`config.mk`:
```
export PLATFORM = sky130hd
export DESIGN_NAME = phy_tx_serializer_flat
export DESIGN_NICKNAME = d
export VERILOG_FILES = /design/src/rtl/phy_tx_serializer_if.sv /design/src/rtl/phy_tx_serializer.sv /design/src/flat_wrapper.sv
export SDC_FILE = /design/constraint.sdc
export NUM_CORES = 1
export LEC_CHECK = 0
export CAP_MARGIN = 10
export CORE_MARGIN = 2
export CORE_UTILIZATION = 45
export DETAILED_ROUTE_END_ITERATION = 8
export GPL_ROUTABILITY_DRIVEN = 0
export HOLD_SLACK_MARGIN = 0.02
export PLACE_DENSITY = 0.76
export SYNTH_ARGS = -nofsm -noshare
export SYNTH_HDL_FRONTEND = slang
export SYNTH_SLANG_ARGS = --single-unit
```
`constraint.sdc`:
```
create_clock -name clk_32f -period 2.4 [get_ports clk_32f]
set_input_delay 0.24 -clock clk_32f [delete_from_list [all_inputs] [get_ports clk_32f]]
set_output_delay 0.24 -clock clk_32f [all_outputs]
set_load 0.01 [all_outputs]
```
`src/rtl/phy_tx_serializer_if.sv`:
```
// Lane-side bundle of the 4-lane PHY transmit serializer: parallel lanes with valids in,
// serial stream, frame marker, run status and valid-byte counter out.
interface phy_tx_serializer_if #(
    parameter int CNT_W = 16
);
    logic [7:0]       in0;
    logic [7:0]       in1;
    logic [7:0]       in2;
    logic [7:0]       in3;
    logic             val_in0;
    logic             val_in1;
    logic             val_in2;
    logic             val_in3;
    logic             data_out;
    logic             frame_start;
    logic             tx_active;
    logic [CNT_W-1:0] byte_cnt;

    modport master (
        output in0, in1, in2, in3,
        output val_in0, val_in1, val_in2, val_in3,
        input  data_out, frame_start, tx_active, byte_cnt
    );

    modport slave (
        input  in0, in1, in2, in3,
        input  val_in0, val_in1, val_in2, val_in3,
        output data_out, frame_start, tx_active, byte_cnt
    );
endinterface

```
`src/rtl/phy_tx_serializer.sv`:
```
// 4-lane PHY transmit serializer: one capture per 32-cycle frame, MSB-first bit stream on clk_32f.
// Optional training phase of TRAIN_FRAMES all-COMMA frames is enabled by defining PHY_TX_TRAIN_EN.
module phy_tx_serializer #(
    parameter logic [7:0] COMMA        = 8'hBC,
`ifdef PHY_TX_TRAIN_EN
    parameter int         TRAIN_FRAMES = 4,
`endif
    parameter int         CNT_W        = 16
) (
    input  logic                 clk_32f,
    input  logic                 rst,
    phy_tx_serializer_if.slave   bus
);

    logic [4:0]       cnt_q, cnt_d;
    logic [7:0]       cap_q [4];
    logic [7:0]       cap_d [4];
    logic             data_out_q, data_out_d;
    logic             frame_start_q, frame_start_d;
    logic             tx_active_q, tx_active_d;
    logic [CNT_W-1:0] byte_cnt_q, byte_cnt_d;
    logic [2:0]       bit_idx;
    logic [2:0]       n_valid;
    logic             capture;
    logic             run;

    assign capture = (cnt_q == 5'd31);
    assign bit_idx = 3'd7 - cnt_q[2:0];
    assign n_valid = {2'b00, bus.val_in0} + {2'b00, bus.val_in1}
                   + {2'b00, bus.val_in2} + {2'b00, bus.val_in3};

`ifdef PHY_TX_TRAIN_EN
    // state   | meaning
    // S_TRAIN | sending all-COMMA frames so the receiver can lock, lane inputs ignored
    // S_RUN   | lanes captured each frame, held until rst
    typedef enum logic {S_TRAIN, S_RUN} state_e;

    localparam int TC_W = (TRAIN_FRAMES > 1) ? $clog2(TRAIN_FRAMES) : 1;

    state_e            state_q, state_d;
    logic [TC_W-1:0]   train_cnt_q, train_cnt_d;

    always_ff @(posedge clk_32f) begin
        if (rst) begin
            state_q     <= S_TRAIN;
            train_cnt_q <= '0;
        end else begin
            state_q     <= state_d;
            train_cnt_q <= train_cnt_d;
        end
    end

    always_comb begin
        state_d     = state_q;
        train_cnt_d = train_cnt_q;
        tx_active_d = tx_active_q;
        if (state_q == S_TRAIN && capture) begin
            train_cnt_d = train_cnt_q + 1'b1;
            if (train_cnt_q == TC_W'(TRAIN_FRAMES - 1)) begin
                state_d     = S_RUN;
                tx_active_d = 1'b1;
            end
        end
    end

    assign run = (state_q == S_RUN);
`else
    assign run         = 1'b1;
    assign tx_active_d = 1'b1;
`endif

    always_comb begin
        cnt_d         = cnt_q + 5'd1;
        data_out_d    = cap_q[cnt_q[4:3]][bit_idx];
        frame_start_d = (cnt_q == 5'd0);
        cap_d         = cap_q;
        byte_cnt_d    = byte_cnt_q;
        if (capture) begin
            if (run) begin
                cap_d[0]   = bus.val_in0 ? bus.in0 : COMMA;
                cap_d[1]   = bus.val_in1 ? bus.in1 : COMMA;
                cap_d[2]   = bus.val_in2 ? bus.in2 : COMMA;
                cap_d[3]   = bus.val_in3 ? bus.in3 : COMMA;
                // plain modulo add, the counter wraps rather than saturating
                byte_cnt_d = byte_cnt_q + CNT_W'(n_valid);
            end else begin
                for (int i = 0; i < 4; i++) cap_d[i] = COMMA;
            end
        end
    end

    always_ff @(posedge clk_32f) begin
        if (rst) begin
            cnt_q         <= '0;
            for (int i = 0; i < 4; i++) cap_q[i] <= COMMA;
            data_out_q    <= 1'b0;
            frame_start_q <= 1'b0;
            tx_active_q   <= 1'b0;
            byte_cnt_q    <= '0;
        end else begin
            cnt_q         <= cnt_d;
            cap_q         <= cap_d;
            data_out_q    <= data_out_d;
            frame_start_q <= frame_start_d;
            tx_active_q   <= tx_active_d;
            byte_cnt_q    <= byte_cnt_d;
        end
    end

    assign bus.data_out    = data_out_q;
    assign bus.frame_start = frame_start_q;
    assign bus.tx_active   = tx_active_q;
    assign bus.byte_cnt    = byte_cnt_q;

endmodule

```
`src/flat_wrapper.sv`:
```
// flat-port wrapper written by rule: the top's interface ports become plain ports
module phy_tx_serializer_flat 
#(
    parameter logic [7:0] COMMA        = 8'hBC,

    parameter int         CNT_W        = 16
)
  (clk_32f, rst, bus_in0, bus_in1, bus_in2, bus_in3, bus_val_in0, bus_val_in1, bus_val_in2, bus_val_in3, bus_data_out, bus_frame_start, bus_tx_active, bus_byte_cnt);
  phy_tx_serializer_if #(.CNT_W(CNT_W)) bus_i ();
  input  logic clk_32f;
  input  logic rst;
  input wire logic [$bits(bus_i.in0)-1:0] bus_in0;
  input wire logic [$bits(bus_i.in1)-1:0] bus_in1;
  input wire logic [$bits(bus_i.in2)-1:0] bus_in2;
  input wire logic [$bits(bus_i.in3)-1:0] bus_in3;
  input wire logic [$bits(bus_i.val_in0)-1:0] bus_val_in0;
  input wire logic [$bits(bus_i.val_in1)-1:0] bus_val_in1;
  input wire logic [$bits(bus_i.val_in2)-1:0] bus_val_in2;
  input wire logic [$bits(bus_i.val_in3)-1:0] bus_val_in3;
  output wire logic [$bits(bus_i.data_out)-1:0] bus_data_out;
  output wire logic [$bits(bus_i.frame_start)-1:0] bus_frame_start;
  output wire logic [$bits(bus_i.tx_active)-1:0] bus_tx_active;
  output wire logic [$bits(bus_i.byte_cnt)-1:0] bus_byte_cnt;
  assign bus_i.in0 = bus_in0;
  assign bus_i.in1 = bus_in1;
  assign bus_i.in2 = bus_in2;
  assign bus_i.in3 = bus_in3;
  assign bus_i.val_in0 = bus_val_in0;
  assign bus_i.val_in1 = bus_val_in1;
  assign bus_i.val_in2 = bus_val_in2;
  assign bus_i.val_in3 = bus_val_in3;
  assign bus_data_out = bus_i.data_out;
  assign bus_frame_start = bus_i.frame_start;
  assign bus_tx_active = bus_i.tx_active;
  assign bus_byte_cnt = bus_i.byte_cnt;
  phy_tx_serializer #(.COMMA(COMMA), .CNT_W(CNT_W)) u_core (.clk_32f(clk_32f), .rst(rst), .bus(bus_i));
endmodule
```
# == After elaboration in Yosys (flattened, before gate mapping) ==
# Cells that the tools add are included.
# op_classes
reduce_logical,1
add_sub_neg,6
div,0
multipliers,0
shifts,0
order_cmp,2
muxes,10
bitwise,1
eq_ne,1
# ops
operator,count
8-bit 2-to-1 mux,6
16-bit by 3-bit adder with 16-bit output,1
8-bit binary-select mux with 2-bit select,1
3-bit by 1-bit adder with 3-bit output,2
5-bit by 1-bit adder with 5-bit output (second input constant),1
5-bit equality test (second input constant),1
5-bit zero test,1
3-bit by 4-bit less-than comparator with 1-bit output (second input constant),1
1-bit binary-select mux with 3-bit select,1
3-bit >= comparator (second input constant),1
2-bit inverter with 3-bit output,1
3-bit subtractor (first input constant),1
1-bit by 1-bit adder with 2-bit output,1
1-bit 2-to-1 mux,2
# totals
rom_bits,0
memories,0
latchBits,0
ramBits,0
register_bits,56
inputBits,38

# == Longest topological paths before layout ==
# depth
ltp_word,6
depth_mapped,11
mapped_depth_nobuf,11

# == Worst setup path before layout ==
# Ideal clock, no wire load.
# synth_timing
path_type,input -> register
from,input port bus_val_in1
to,register u_core.byte_cnt_q[14] (netlist: u_core.bus.byte_cnt[14])
cell_stages,11
arrival_time_ns,2.548
setup_time_ns,0.071
required_ns,2.329
path_buffers,0
slack_ns,-0.219
cell_sequence,ha_1 -> inv_1 -> fa_1 -> inv_1 -> ha_1 -> inv_1 -> fa_1 -> and2b_1 -> o211ai_4 -> or4_1 -> a21oi_1
# synth_between
elab_chain_cells,4
# synth_rtl
element,line_no,rtl
"start, declared",flat_wrapper.sv:17,input wire logic [$bits(bus_i.val_in1)-1:0] bus_val_in1;
1-bit by 1-bit adder with 2-bit output,phy_tx_serializer.sv:29,"assign n_valid = {2'b00, bus.val_in0} + {2'b00, bus.val_in1}"
3-bit by 1-bit adder with 3-bit output (2 in series),phy_tx_serializer.sv:30,"+ {2'b00, bus.val_in2} + {2'b00, bus.val_in3};"
16-bit by 3-bit adder with 16-bit output,phy_tx_serializer.sv:85,byte_cnt_d = byte_cnt_q + CNT_W'(n_valid);
"end signal, assigned",phy_tx_serializer.sv:106,byte_cnt_q <= byte_cnt_d;
"end, declared",phy_tx_serializer.sv:21,"logic [CNT_W-1:0] byte_cnt_q, byte_cnt_d;"
# No other way between the ends.
# A chain may end at the register's enable or synchronous reset.

# == Worst setup path in the final report ==
# Ends and elaborated chain as after synthesis.

==> results_dict.tcl <==
set metrics [dict create \
    design.die.area_mm2 0.00612 \
    synthSimpleGateAreaFrac 0.177 \
    dominantRegCellSynth "dfxtp_1" \
    row_count 27 \
    synth_adder_area_share 0.0565 \
    drt_pass1_iterations 4 \
    synth.cell_area_mm2 0.00248 \
    gr-total-overflow 0 \
    vias 2229 \
    cp-start-kind "primary input" \
    p_per_area_mw_per_mm2 486 \
    ys_warn_count 0 \
    routed_wl_um 6110 \
    worstPathArrival_ns 2.56 \
    post_synth.cell_area_avg_um2 9.22 \
    synth_top_family_by_area "simple AND/OR/NAND/NOR gates" \
    drv_slew 0 \
    avgRoutedWirePerCell_um 15.1 \
    fillerInstances 473 \
    fin_crit_ns 2.31 \
    setup_viol 0 \
    dieHeight_um 78.2 \
    clock_path_buffers 2 \
    finalSetupTns_ns 0 \
    path_clk_slew_ns 0.10 \
    grt_antenna_before_repair 0 \
    place_inst 395 \
    syn_inst 269 \
    peakVddDrop_mv 0.297 \
    layout-drive-gt1-share 0.156 \
    grt_max_degree 43 \
    finalCritPeriodShare 0.963 \
    cts-root-buf "clkbuf_8" \
    path_common_cell "inv_2" \
    coreArea_mm2 0.00541 \
    crit_path_max_fanout 5 \
    slowest_stage "fa_1" \
    fin_util 0.619 \
    skew_ns 0.0131 \
    slew_headroom 0.575 \
    die_w_um 78.2 \
    nets 380 \
    ys_seq_area_frac 0.452 \
    syn_nets 317 \
    fin_area_mm2 0.00335 \
    port_buffers 56 \
    drtIter0Drc 151 \
    synth_compound_area_frac 0.154 \
    cts_made_buffers 5 \
    grt_pass1_vias 2161 \
    drc_errors 0 \
    cap_violations 0 \
    rsz0062_at_grt "false" \
    crit_required_ns 2.65 \
    placed_cell_area_mm2 0.00320 \
    cts_hold_buf 0 \
    async_flop_share 0 \
    cts_max_level 2 \
    holdWs_ns 0.341 \
    path_cells "buf_6 > ha_4 > inv_2 > fa_1 > inv_1 > ha_2 > inv_2 > fa_2 > and2b_2 > o211ai_4 > or4_1 > a21oi_1" \
    insertedDiodeCount 0 \
    hold_class "primary input to flip-flop" \
    ioPinCount 57 \
    synth-edff-count 0 \
    hold_violations 0 \
    via_per_inst 5.50 \
    status "finished, final reports clean" \
    p_leak_nw 1.16 \
    antenna_left 0 \
    tightest_slew_ns 0.638 \
    cp-end-kind "flip-flop" \
    synthDistinctLibCells 40 \
    fmax_mhz 433 \
    initial_core_util 0.459 \
    instances_no_fill 405 \
    critical-path-max-stage-delay_ns 0.43 \
    cts_tree "yes" \
    clock-sinks 56 \
    syn2layout_area_growth_pct 35.0 \
    grt_pass1_wl_um 10100 \
    muxShareOfSynthArea 0.0933 \
    track_usage 0.210 \
    worstSetupPathType "primary input to flip-flop" \
    post-dp-hpwl_um 4460 \
    clock_latency_ns 0.31 \
    synth_seq_cells 56 \
    synth_xor_area_frac 0.0177 \
]
-- cells in the final DEF, fill, tap and decap left out, drive strengths merged, types with 3 or more instances in the layout --
| master | netlist | final |
|---|---|---|
| dfxtp | 56 | 56 |
| clkdlybuf4s50 | 0 | 52 |
| nand2 | 40 | 40 |
| a21oi | 22 | 22 |
| o22ai | 21 | 21 |
| buf | 5 | 18 |
| nand3 | 16 | 16 |
| nor2 | 14 | 14 |
| inv | 14 | 14 |
| ha | 8 | 8 |
| mux4 | 7 | 7 |
| clkbuf | 11 | 6 |
| nor2b | 5 | 5 |
| o21ai | 5 | 5 |
| xor2 | 4 | 4 |
| o31ai | 4 | 4 |
| or4 | 4 | 4 |
| or3 | 4 | 4 |
| mux2i | 4 | 4 |
| mux2 | 3 | 3 |
| nor4 | 3 | 3 |
-- what timing repair did --
| action | in CTS | in global routing |
|---|---|---|
| setup endpoints to repair | 14 | 3 |
| pin swaps | 4 | 2 |
| gates resized for setup | 20 | 2 |
| setup buffers | 2 | 0 |
-- critical path: cells and delay by family --
| kind | cells | cell delay, ns |
|---|---|---|
| buffers and inverters | 4 | 0.25 |
| adder cells (fa/ha/maj) | 4 | 1.19 |
| AND/OR/NAND/NOR | 2 | 0.66 |
| AO/OA/AOI/OAI | 2 | 0.22 |
-- synthesized netlist by cell type, types with 2 or more instances --
cell / number / area, um^2
mux2i_1: 4 / 40.0
mux2_2: 3 / 33.8
nor4_1: 3 / 18.8
nand3_1: 16 / 80.1
fa_1: 2 / 40.0
inv_1: 14 / 52.6
nand4_1: 2 / 12.5
clkbuf_1: 11 / 41.3
or3_1: 4 / 25.0
xor2_1: 4 / 35.0
dfxtp_1: 56 / 1120
nand2_1: 39 / 146
a21oi_1: 22 / 110
mux4_2: 7 / 158
ha_1: 8 / 100
nor2b_1: 5 / 31.3
or4_1: 4 / 30.0
o21ai_0: 5 / 25.0
o22ai_1: 21 / 131
o31ai_1: 4 / 30.0
buf_1: 2 / 7.51
buf_4: 2 / 15.0
nor2_1: 14 / 52.6
-- worst paths after layout --
path / start / to / slack [ns] / cells past startpoint
hold reg to reg: u_core.cap_q[25] / u_core.cap_q[25] / 0.46 / 2
setup reg to reg: u_core.cnt_q[1] / u_core.bus.byte_cnt[13] / 0.18 / 7
hold / removal: bus_val_in1 / u_core.cap_q[17] / 0.34 / 4
setup / recovery: bus_val_in1 / u_core.bus.byte_cnt[14] / 0.09 / 12
-- cells by family (layout without fill, tap and decap cells) --
family / after synthesis / count (layout)
adders and majority gates: 10 / 10
AOI/OAI and AO/OA: 61 / 61
xor gates and xnor gates: 5 / 5
buffers and inverters: 30 / 94
DFF: 56 / 56
muxes: 14 / 14
and+or+nand+nor: 93 / 93
-- flip-flops by register name (all words and copies together) (netlist names) --
| signal | cells |
|---|---|
| u_core.cap_q | 32 |
| u_core.bus.byte_cnt | 16 |
| u_core.cnt_q | 5 |
| u_core.bus.data_out | 1 |
| u_core.bus.frame_start | 1 |
| u_core.bus.tx_active | 1 |
-- metal layers --
layer	part of all wire	global-route usage	routed length, um
met5	0	0	0
met4	0.019	0.0789	119
met3	0.048	0.0287	293
met2	0.50	0.347	3050
met1	0.43	0.281	2650
-- cell type report --
| class | count | area, um^2 | share of cell area |
|---|---|---|---|
| Clock buffer | 6 | 72.6 | 0.0217 |
| Clock inverter | 2 | 16.3 | 0.00486 |
| Inverter | 14 | 52.6 | 0.0157 |
| Multi-Input combinational cell | 183 | 1310 | 0.390 |
| Sequential cell | 56 | 1120 | 0.335 |
| Tap cell | 72 | 90.1 | 0.0269 |
| Timing Repair Buffer | 72 | 688 | 0.206 |
-- stage by stage --
step           power (mW)  worst slack [ns]
3_5_place_dp         1.12            -0.700
3_3_place_gp         1.12            -0.649
2_1_floorplan        1.02           -0.0541
5_1_grt              1.69         0.0000135
6_report             1.63            0.0889
4_1_cts              1.64           0.00791
-- where the power goes --
part | switching [mW] | leakage [nW] | total [mW] | internal (mW)
Clock | 0.310 | 0.0414 | 0.519 | 0.208
Sequential | 0.00770 | 0.453 | 0.945 | 0.937
Combinational | 0.0665 | 0.670 | 0.164 | 0.0971
Total | 0.384 | 1.16 | 1.63 | 1.24
No activity file was read; power rests on OpenSTA's default activity.
